===== config.mk =====
export PLATFORM = sky130hd
export DESIGN_NAME = znd_sync_cfg
export DESIGN_NICKNAME = d
export VERILOG_FILES = /design/src/rtl/znd_sync_cfg.sv
export SDC_FILE = /design/constraint.sdc
export NUM_CORES = 1
export LEC_CHECK = 0
export CORE_UTILIZATION = 50
export DETAILED_ROUTE_END_ITERATION = 8
export PLACE_DENSITY_LB_ADDON = 0.05
export SETUP_SLACK_MARGIN = 0.1
export SYNTH_ARGS = -nofsm -noshare
export SYNTH_HDL_FRONTEND = slang
export SYNTH_SLANG_ARGS = --single-unit

===== constraint.sdc =====
create_clock -name clk20 -period 4.2 [get_ports clk20]
set_input_delay 0.42 -clock clk20 [delete_from_list [all_inputs] [get_ports clk20]]
set_output_delay 0.42 -clock clk20 [all_outputs]
set_load 0.02 [all_outputs]

===== src/rtl/znd_sync_cfg.sv =====
// znd_sync_cfg: master sync generator and double-buffered configuration for the
// sounding-pulse block. Host writes go to shadow registers. A pending commit copies
// shadow to active on the edge that drives msync_n low, so one sounding cycle
// always sees one consistent configuration.
module znd_sync_cfg #(
    parameter logic [23:0] DEF_PERIOD = 24'd20000,
    parameter logic [7:0]  DEF_ORDER  = 8'hE4
) (
    input  logic        clk20,
    input  logic        res_n,
    input  logic        wr_en,
    input  logic [3:0]  wr_addr,
    input  logic [31:0] wr_data,
    input  logic [3:0]  rd_addr,
    output logic [31:0] rd_data,
    input  logic        ext_sync_n,
    output logic        msync_n,
    output logic [31:0] frq_div,
    output logic [31:0] pulse_w,
    output logic [31:0] diag_data,
    output logic [23:0] znd_delay0,
    output logic [23:0] znd_delay1,
    output logic [23:0] znd_delay2,
    output logic [23:0] znd_delay3,
    output logic [7:0]  num_order,
    output logic        commit_pend
);

    // control state
    logic        r_run;
    logic        r_ext_mode;
    logic        r_commit_pend;

    // shadow configuration (host side)
    logic [23:0] r_sh_period;
    logic [31:0] r_sh_frq;
    logic [31:0] r_sh_pw;
    logic [31:0] r_sh_diag;
    logic [23:0] r_sh_dly [4];
    logic [7:0]  r_sh_order;

    // active configuration (consumer side)
    logic [23:0] r_act_period;
    logic [31:0] r_act_frq;
    logic [31:0] r_act_pw;
    logic [31:0] r_act_diag;
    logic [23:0] r_act_dly [4];
    logic [7:0]  r_act_order;

    // sync generation
    logic [23:0] r_cnt;
    logic        r_msync_n;
    logic [15:0] r_sync_cnt;
    logic        r_ext_s1;
    logic        r_ext_s2;
    logic        r_ext_s2_d;
    logic        r_ext_fall;
    logic [31:0] r_rd_data;

    logic        w_wr_ctrl;
    logic        w_int_mode;
    logic        w_ext_run;
    logic        w_pulse;
    logic        w_copy;
    logic        w_ext_fall;
    logic [23:0] w_p_eff;
    logic [23:0] w_p_last;
    logic [31:0] w_rd_mux;

    assign w_wr_ctrl  = wr_en && (wr_addr == 4'd0);
    assign w_int_mode = r_run && !r_ext_mode;
    assign w_ext_run  = r_run && r_ext_mode;
    // A pulse is the edge that drives msync_n low; the copy rides on it.
    assign w_pulse    = (w_int_mode && (r_cnt == 24'd0)) || (w_ext_run && r_ext_fall);
    assign w_copy     = w_pulse && r_commit_pend;
    assign w_ext_fall = r_ext_s2_d && !r_ext_s2;
    assign w_p_last   = w_p_eff - 24'd1;

    // Effective period: PERIOD values below 2 are clamped to 2.
    always_comb begin
        w_p_eff = r_act_period;
        if (r_act_period < 24'd2) begin
            w_p_eff = 24'd2;
        end else begin
            w_p_eff = r_act_period;
        end
    end

    // CTRL register and commit request; a commit write on a pulse edge waits for the next pulse.
    always_ff @(posedge clk20 or negedge res_n) begin
        if (!res_n) begin
            r_run         <= 1'b0;
            r_ext_mode    <= 1'b0;
            r_commit_pend <= 1'b0;
        end else begin
            if (w_wr_ctrl) begin
                r_run      <= wr_data[0];
                r_ext_mode <= wr_data[1];
            end
            if (w_wr_ctrl && wr_data[2]) begin
                r_commit_pend <= 1'b1;
            end else if (w_copy) begin
                r_commit_pend <= 1'b0;
            end
        end
    end

    // Shadow register writes from the host.
    always_ff @(posedge clk20 or negedge res_n) begin
        if (!res_n) begin
            r_sh_period <= DEF_PERIOD;
            r_sh_frq    <= 32'd0;
            r_sh_pw     <= 32'd0;
            r_sh_diag   <= 32'd0;
            r_sh_dly[0] <= 24'd0;
            r_sh_dly[1] <= 24'd0;
            r_sh_dly[2] <= 24'd0;
            r_sh_dly[3] <= 24'd0;
            r_sh_order  <= DEF_ORDER;
        end else if (wr_en) begin
            case (wr_addr)
                4'd1:    r_sh_period <= wr_data[23:0];
                4'd2:    r_sh_frq    <= wr_data;
                4'd3:    r_sh_pw     <= wr_data;
                4'd4:    r_sh_diag   <= wr_data;
                4'd5:    r_sh_dly[0] <= wr_data[23:0];
                4'd6:    r_sh_dly[1] <= wr_data[23:0];
                4'd7:    r_sh_dly[2] <= wr_data[23:0];
                4'd8:    r_sh_dly[3] <= wr_data[23:0];
                4'd9:    r_sh_order  <= wr_data[7:0];
                default: ;
            endcase
        end
    end

    // Active configuration takes the pre-write shadow values on a committed pulse.
    always_ff @(posedge clk20 or negedge res_n) begin
        if (!res_n) begin
            r_act_period <= DEF_PERIOD;
            r_act_frq    <= 32'd0;
            r_act_pw     <= 32'd0;
            r_act_diag   <= 32'd0;
            r_act_dly[0] <= 24'd0;
            r_act_dly[1] <= 24'd0;
            r_act_dly[2] <= 24'd0;
            r_act_dly[3] <= 24'd0;
            r_act_order  <= DEF_ORDER;
        end else if (w_copy) begin
            r_act_period <= r_sh_period;
            r_act_frq    <= r_sh_frq;
            r_act_pw     <= r_sh_pw;
            r_act_diag   <= r_sh_diag;
            r_act_dly[0] <= r_sh_dly[0];
            r_act_dly[1] <= r_sh_dly[1];
            r_act_dly[2] <= r_sh_dly[2];
            r_act_dly[3] <= r_sh_dly[3];
            r_act_order  <= r_sh_order;
        end
    end

    // External strobe: 2-FF synchronizer, falling-edge detect, one register stage before issue.
    always_ff @(posedge clk20 or negedge res_n) begin
        if (!res_n) begin
            r_ext_s1   <= 1'b1;
            r_ext_s2   <= 1'b1;
            r_ext_s2_d <= 1'b1;
            r_ext_fall <= 1'b0;
        end else begin
            r_ext_s1   <= ext_sync_n;
            r_ext_s2   <= r_ext_s1;
            r_ext_s2_d <= r_ext_s2;
            r_ext_fall <= w_ext_fall;
        end
    end

    // Period counter, registered msync_n and sync pulse counter.
    always_ff @(posedge clk20 or negedge res_n) begin
        if (!res_n) begin
            r_cnt      <= 24'd0;
            r_msync_n  <= 1'b1;
            r_sync_cnt <= 16'd0;
        end else begin
            if (w_int_mode) begin
                if (r_cnt == 24'd0) begin
                    r_cnt <= 24'd1;
                end else if (r_cnt >= w_p_last) begin
                    r_cnt <= 24'd0;
                end else begin
                    r_cnt <= r_cnt + 24'd1;
                end
            end else begin
                r_cnt <= 24'd0;
            end
            r_msync_n <= !w_pulse;
            if (w_pulse) begin
                r_sync_cnt <= r_sync_cnt + 16'd1;
            end
        end
    end

    // Read mux; shadow values are what the host sees for configuration addresses.
    always_comb begin
        w_rd_mux = 32'd0;
        case (rd_addr)
            4'd0:    w_rd_mux = {30'd0, r_ext_mode, r_run};
            4'd1:    w_rd_mux = {8'd0, r_sh_period};
            4'd2:    w_rd_mux = r_sh_frq;
            4'd3:    w_rd_mux = r_sh_pw;
            4'd4:    w_rd_mux = r_sh_diag;
            4'd5:    w_rd_mux = {8'd0, r_sh_dly[0]};
            4'd6:    w_rd_mux = {8'd0, r_sh_dly[1]};
            4'd7:    w_rd_mux = {8'd0, r_sh_dly[2]};
            4'd8:    w_rd_mux = {8'd0, r_sh_dly[3]};
            4'd9:    w_rd_mux = {24'd0, r_sh_order};
            4'd10:   w_rd_mux = {31'd0, r_commit_pend};
            4'd11:   w_rd_mux = {16'd0, r_sync_cnt};
            default: w_rd_mux = 32'd0;
        endcase
    end

    // Registered read data, one cycle latency.
    always_ff @(posedge clk20 or negedge res_n) begin
        if (!res_n) begin
            r_rd_data <= 32'd0;
        end else begin
            r_rd_data <= w_rd_mux;
        end
    end

    assign rd_data     = r_rd_data;
    assign msync_n     = r_msync_n;
    assign frq_div     = r_act_frq;
    assign pulse_w     = r_act_pw;
    assign diag_data   = r_act_diag;
    assign znd_delay0  = r_act_dly[0];
    assign znd_delay1  = r_act_dly[1];
    assign znd_delay2  = r_act_dly[2];
    assign znd_delay3  = r_act_dly[3];
    assign num_order   = r_act_order;
    assign commit_pend = r_commit_pend;

endmodule


Word-level counts from Yosys, hierarchy flattened --
Index checks and enable logic that the tools add are counted.
Storage, ports and cells: register bits 528, bits in latches 0, bits in writable memories 0, memory bits (read-only) 0, input bits 44, output and inout port bits 234, logic and storage cells 86, memories kept 0
Operators by class: $add $sub $neg 3, multiply operators 0, div/mod/pow operators 0, $lt $le $gt $ge 2, equal/unequal tests 20, shifts and indexed selects 0, mux-type cells 7, bitwise logic cells 0, reduce and logical (&&, ||, !) cells 25
Operators by type and width (count):
- 32-bit one-hot mux with 12 select lines | 1
- 24-bit 2-to-1 mux | 4
- 4-bit by 3-bit equality test with 1-bit output (second input constant) | 8
- 24-bit by 1-bit adder with 24-bit output (second input constant) | 1
- 4-bit equality test (second input constant) | 6
- 24-bit greater-or-equal comparator | 1
- 24-bit zero test | 1
- 24-bit by 2-bit < comparator with 1-bit output (second input constant) | 1
- 24-bit by 1-bit subtractor with 24-bit output (second input constant) | 1
- 2-bit AND reduction | 9
- 16-bit by 1-bit adder with 16-bit output (second input constant) | 1
- 4-bit by 2-bit equality test with 1-bit output (second input constant) | 4
- 4-bit by 1-bit equality test with 1-bit output (second input constant) | 2
- 1-bit logical AND | 8
- 4-bit zero test | 2
- 1-bit zero test | 3
- 1-bit 2-to-1 mux | 2
- 2-bit nonzero test | 1
- 1-bit logical OR | 1

Longest topological paths before layout --
Gate-level depths: netlist (run 1).
depth after elaboration 7, mapped depth 17, gate-level depth less buffers 16

Worst setup path after synthesis (run 1) --
Ideal clock, no wire load.
kind register -> register, from register r_act_period[8], to register r_cnt[3], setup time 0.141 ns, data arrival time 4.248 ns, data required time 4.059 ns, setup slack -0.189 ns, stages on the path, launching flop included 18, path buffers 1, clock period less this slack 4.389 ns, cell sequence dfrtp_1 -> nor4_1 -> nand3_1 -> nor3_1 -> inv_1 -> o21ai_0 -> ha_1 -> nor4b_1 -> nand4_1 -> nor4_1 -> xnor2_1 -> ha_1 -> nand4_1 -> nor4_1 -> nand4_1 -> o21ai_1 -> clkbuf_1 -> nor3_1
On the way: longest elaborated chain between the ends 7
Ends and longest elaborated chain:
- start: declaration | RTL line 43 | logic [23:0] r_act_period;
- start signal: assignment | RTL line 149 | r_act_period <= r_sh_period;
- 24-bit by 2-bit < comparator with 1-bit output | RTL line 82 | if (r_act_period < 24'd2) begin
- 24-bit 2-to-1 mux * | RTL line 82
- 24-bit by 1-bit subtractor with 24-bit output * | RTL line 77 | assign w_p_last = w_p_eff - 24'd1;
- 24-bit greater-or-equal comparator * | RTL line 186 | end else if (r_cnt >= w_p_last) begin
- 24-bit 2-to-1 mux * | RTL line 186
- 24-bit 2-to-1 mux * | RTL line 184 | if (r_cnt == 24'd0) begin
- 24-bit 2-to-1 mux * | RTL line 183 | if (w_int_mode) begin
- end signal: assignment | RTL line 189 | r_cnt <= r_cnt + 24'd1;
- end: declaration | RTL line 51 | logic [23:0] r_cnt;
Mark *: on every way between the ends. The rest lies on a longest branch, timed or not. A chain may end at the register's enable or synchronous reset.

Worst setup path in the final report (run 1) --
from register r_act_period[15], to register r_cnt[23]
The elaborated chain is that of the path after synthesis.

==> results of run 1 <==
## what timing repair did
| item | 4_1_cts | 5_1_grt |
|---|---|---|
| resized for setup | 4 | 15 |
| endpoints found under the setup margin | 24 | 24 |
| gates cloned | 0 | 2 |
| hold buffers | 1 | 0 |
| hold endpoints to repair | 104 | 0 |
| pin swaps | 1 | 6 |
| buffers inserted | 0 | 1 |
## worst max path at each step
stage	endpoint	cells after the start	slack [ns]	start
after floorplan	r_cnt[3]	17	0.14	r_act_period[16]
after global placement	r_cnt[19]	17	0.09	r_act_period[18]
after detailed placement	r_cnt[16]	17	-0.008	r_act_period[18]
after CTS	r_cnt[6]	18	0.15	r_act_period[18]
after global routing	r_cnt[4]	18	0.07	r_act_period[15]
final	r_cnt[23]	18	0.36	r_act_period[15]
## registers in the layout, indices dropped and copies added (netlist names), 32 cells and up
| signal | cells |
|---|---|
| r_sh_diag | 32 |
| r_sh_dly | 96 |
| rd_data | 32 |
| frq_div | 32 |
| pulse_w | 32 |
| r_sh_frq | 32 |
| diag_data | 32 |
| r_sh_pw | 32 |
## where the power goes
group	switching (mW)	total, mW	internal, mW
Clock	2.06	5.17	3.11
Combinational	2.36	5.10	2.74
Sequential	0.959	7.34	6.38
Total	5.38	17.6	12.2
## critical path, delay by kind of cell (launching register included)
| kind | cells | cell delay [ns] |
|---|---|---|
| simple gates | 10 | 1.98 |
| xor+xnor | 1 | 0.08 |
| compound gates | 2 | 0.33 |
| fa+ha+maj | 2 | 0.46 |
| flops | 1 | 0.41 |
| buf+inv | 3 | 0.46 |
## layout by cell type (no fill, tap or decap), types with 25 or more instances in the layout
cell type,Yosys,final
clkdlybuf4s50_1,0,276
clkbuf_16,0,58
nand2_1,28,28
mux2_4,100,100
dfrtp_1,506,506
nor3_1,39,32
a22oi_1,58,58
buf_4,0,44
nand4_1,36,36
nor2_1,31,25
xnor2_1,32,32
mux2_2,291,291
mux2_1,60,60
ha_1,28,28
xor2_1,25,25
nand3_1,27,26
## area by class of cell
cell class | count | area share
Clock buffer | 84 | 0.0593
Clock inverter | 22 | 0.00988
Inverter | 13 | 0.00174
Multi-Input combinational cell | 897 | 0.313
Sequential cell | 528 | 0.471
Tap cell | 592 | 0.0263
Timing Repair Buffer | 333 | 0.118
## metrics by stage
step	instances	setup TNS [ns]	power [mW]	hold WS, ns	util
after global placement	2359	0	12.3	0.349	0.590
after global routing	2469	0	18.4	0.339	0.637
after floorplan	1517	0	10.0	0.124	-
final	2469	0	17.6	0.353	0.637
after detailed placement	2359	-0.0429	12.4	0.348	0.590
after CTS	2466	0	17.7	0.343	0.635
## cell families after synthesis
family	Yosys count	synth area share
flops	528	0.593
mux	453	0.245
simple gates	220	0.0529
compound gates	139	0.0495
buf+inv	92	0.0216
xor+xnor	57	0.0224
fa+ha+maj	28	0.0157
## metal layers
metal	track usage	wire length, um
met5	0	59
met4	0.0825	1620
met3	0.0467	3020
met2	0.421	28700
met1	0.376	26700
==> flow_metrics.env, run 1 <==
export IMPL_synth_largest_area_cell="dfrtp_1"
export IMPL_ys_warn_count=0
export IMPL_final_cell_area_um2=28100
export IMPL_cap_violations=0
export IMPL_root_buffer="clkbuf_16"
export IMPL_area_growth_pct=25.9
export IMPL_reg2reg_slack_ns=0.36
export IMPL_cts_reportedPaths_clkPinSlew_ns=0.06
export IMPL_drt_total_wl_mm=60.1
export IMPL_num_vias=14200
export IMPL_grt_util_all_layers=0.266
export IMPL_worstMarginPinSlew_ns=1.12
export IMPL_hp_start="ext_sync_n"
export IMPL_clk_latency_ns=0.60
export IMPL_synthArstFlopShare=1.00
export IMPL_drt_iter0_markers=1060
export IMPL_finalClockSkew_ns=0.0157
export IMPL_setup_slack_ns=0.363
export IMPL_hold_class="primary input to register"
export IMPL_drc_errors=0
export IMPL_outcome="complete, no violations"
export IMPL_seq_area_frac_synth=0.593
export IMPL_port_buffer_count=277
export IMPL_boundaryPins=278
export IMPL_crit_path_start_kind="register"
export IMPL_antenna_left=0
export IMPL_period_minus_slack_ns=3.84
export IMPL_grt_setup_unrepaired="false"
export IMPL_period_share=0.914
export IMPL_drive_gt1_frac=0.316
export IMPL_fillers=3400
export IMPL_post_dp_cell_area_um2=26000
export IMPL_cpMaxStageDelayCell="dfrtp_1"
export IMPL_h_tree_depth=2
export IMPL_cts_path_max_buffers=3
export IMPL_syn_inst=1517
export IMPL_crit_arrival_ns=4.33
export IMPL_rr_startpoint="r_act_period[15]"
export IMPL_crit_required_ns=4.69
export IMPL_fp_dieH_um=213
export IMPL_holdPathEnd="r_ext_s1"
export IMPL_peakVddDrop_uv=402
export IMPL_yosysMostFrequentCell="dfrtp_1"
export IMPL_setup_viol=0
export IMPL_slowest_delay_ns=0.41
export IMPL_grt_max_degree=113
export IMPL_gr_total_overflow=0
export IMPL_pre_cts_ws_ns=-0.00790
export IMPL_yosys_top_cells_area="dfrtp_1 57%, mux2_2 15%, mux2_4 6.7%"
export IMPL_nNetsFinal=1901
export IMPL_slew_headroom=0.250
export IMPL_max_freq_mhz=261
export IMPL_multi_input_area_um2=8810
export IMPL_critPathKind="register to register"
export IMPL_hold_violations=0
export IMPL_rows=77
export IMPL_routed_via_density=5.75
export IMPL_synth_common_cells="506 x dfrtp_1, 291 x mux2_2, 100 x mux2_4"
export IMPL_cts_buffers=56
export IMPL_cts_tree="built"
export IMPL_start_util=0.506
export IMPL_core_um2=44100
export IMPL_grt_pass1_vias=14500
export IMPL_synth_top_area_frac=0.567
export IMPL_cp_common_cell="nand4_1"
export IMPL_syn_area_um2=22300
export IMPL_diodes=0
export IMPL_r2r_end="r_cnt[23]"
export IMPL_cp_cell_sequence="nor4_4 -> nand3_2 -> nor3_2 -> inv_1 -> o21ai_2 -> ha_1 -> nor4b_4 -> nand4_1 -> buf_4 -> nor2_1 -> xnor2_1 -> ha_1 -> nand4_1 -> nor4_2 -> nand4_1 -> o21ai_2 -> buf_12 -> nor3_1"
export IMPL_hold_depth=1
export IMPL_seqCellArea_um2=13200
export IMPL_dpl_hpwl_mm=39.0
export IMPL_p_leak_nw=12.9
export IMPL_syn_nets=1589
export IMPL_yosys_cell_types_count=52
export IMPL_antenna_found_initial=5
export IMPL_gp_congestion=0.884
export IMPL_avgSynthCellArea_um2=14.7
export IMPL_finalMaxSlewViolations=0
export IMPL_die_x_um=213
export IMPL_grt_pass1_wl_mm=90.5
export IMPL_power_density_nw_per_um2=626
export IMPL_cts_sinks=528
export IMPL_drt_pass1_iterations=5
export IMPL_path_max_fanout=23
export IMPL_reg2reg_depth=18
export IMPL_wl_per_cell_um=24.3
export IMPL_critPathCaptureType="register"
export IMPL_dieArea_um2=45500
export IMPL_yosys_most_used_dff="dfrtp_1"
export IMPL_synth_edff_count=0
export IMPL_synth_seq_cells=528
(Power assumes the default switching activity.)
==> run 2: changes to the inputs <==
--- a/config.mk
+++ b/config.mk
@@ -6,6 +6,7 @@
 export NUM_CORES = 1
 export LEC_CHECK = 0
 export CORE_UTILIZATION = 50
+export CTS_CLUSTER_SIZE = 30
 export DETAILED_ROUTE_END_ITERATION = 8
 export PLACE_DENSITY_LB_ADDON = 0.05
 export SETUP_SLACK_MARGIN = 0.1
==> results of run 2 <==
Same layout as run 1: the final DEF is identical, and so are final timing and power.
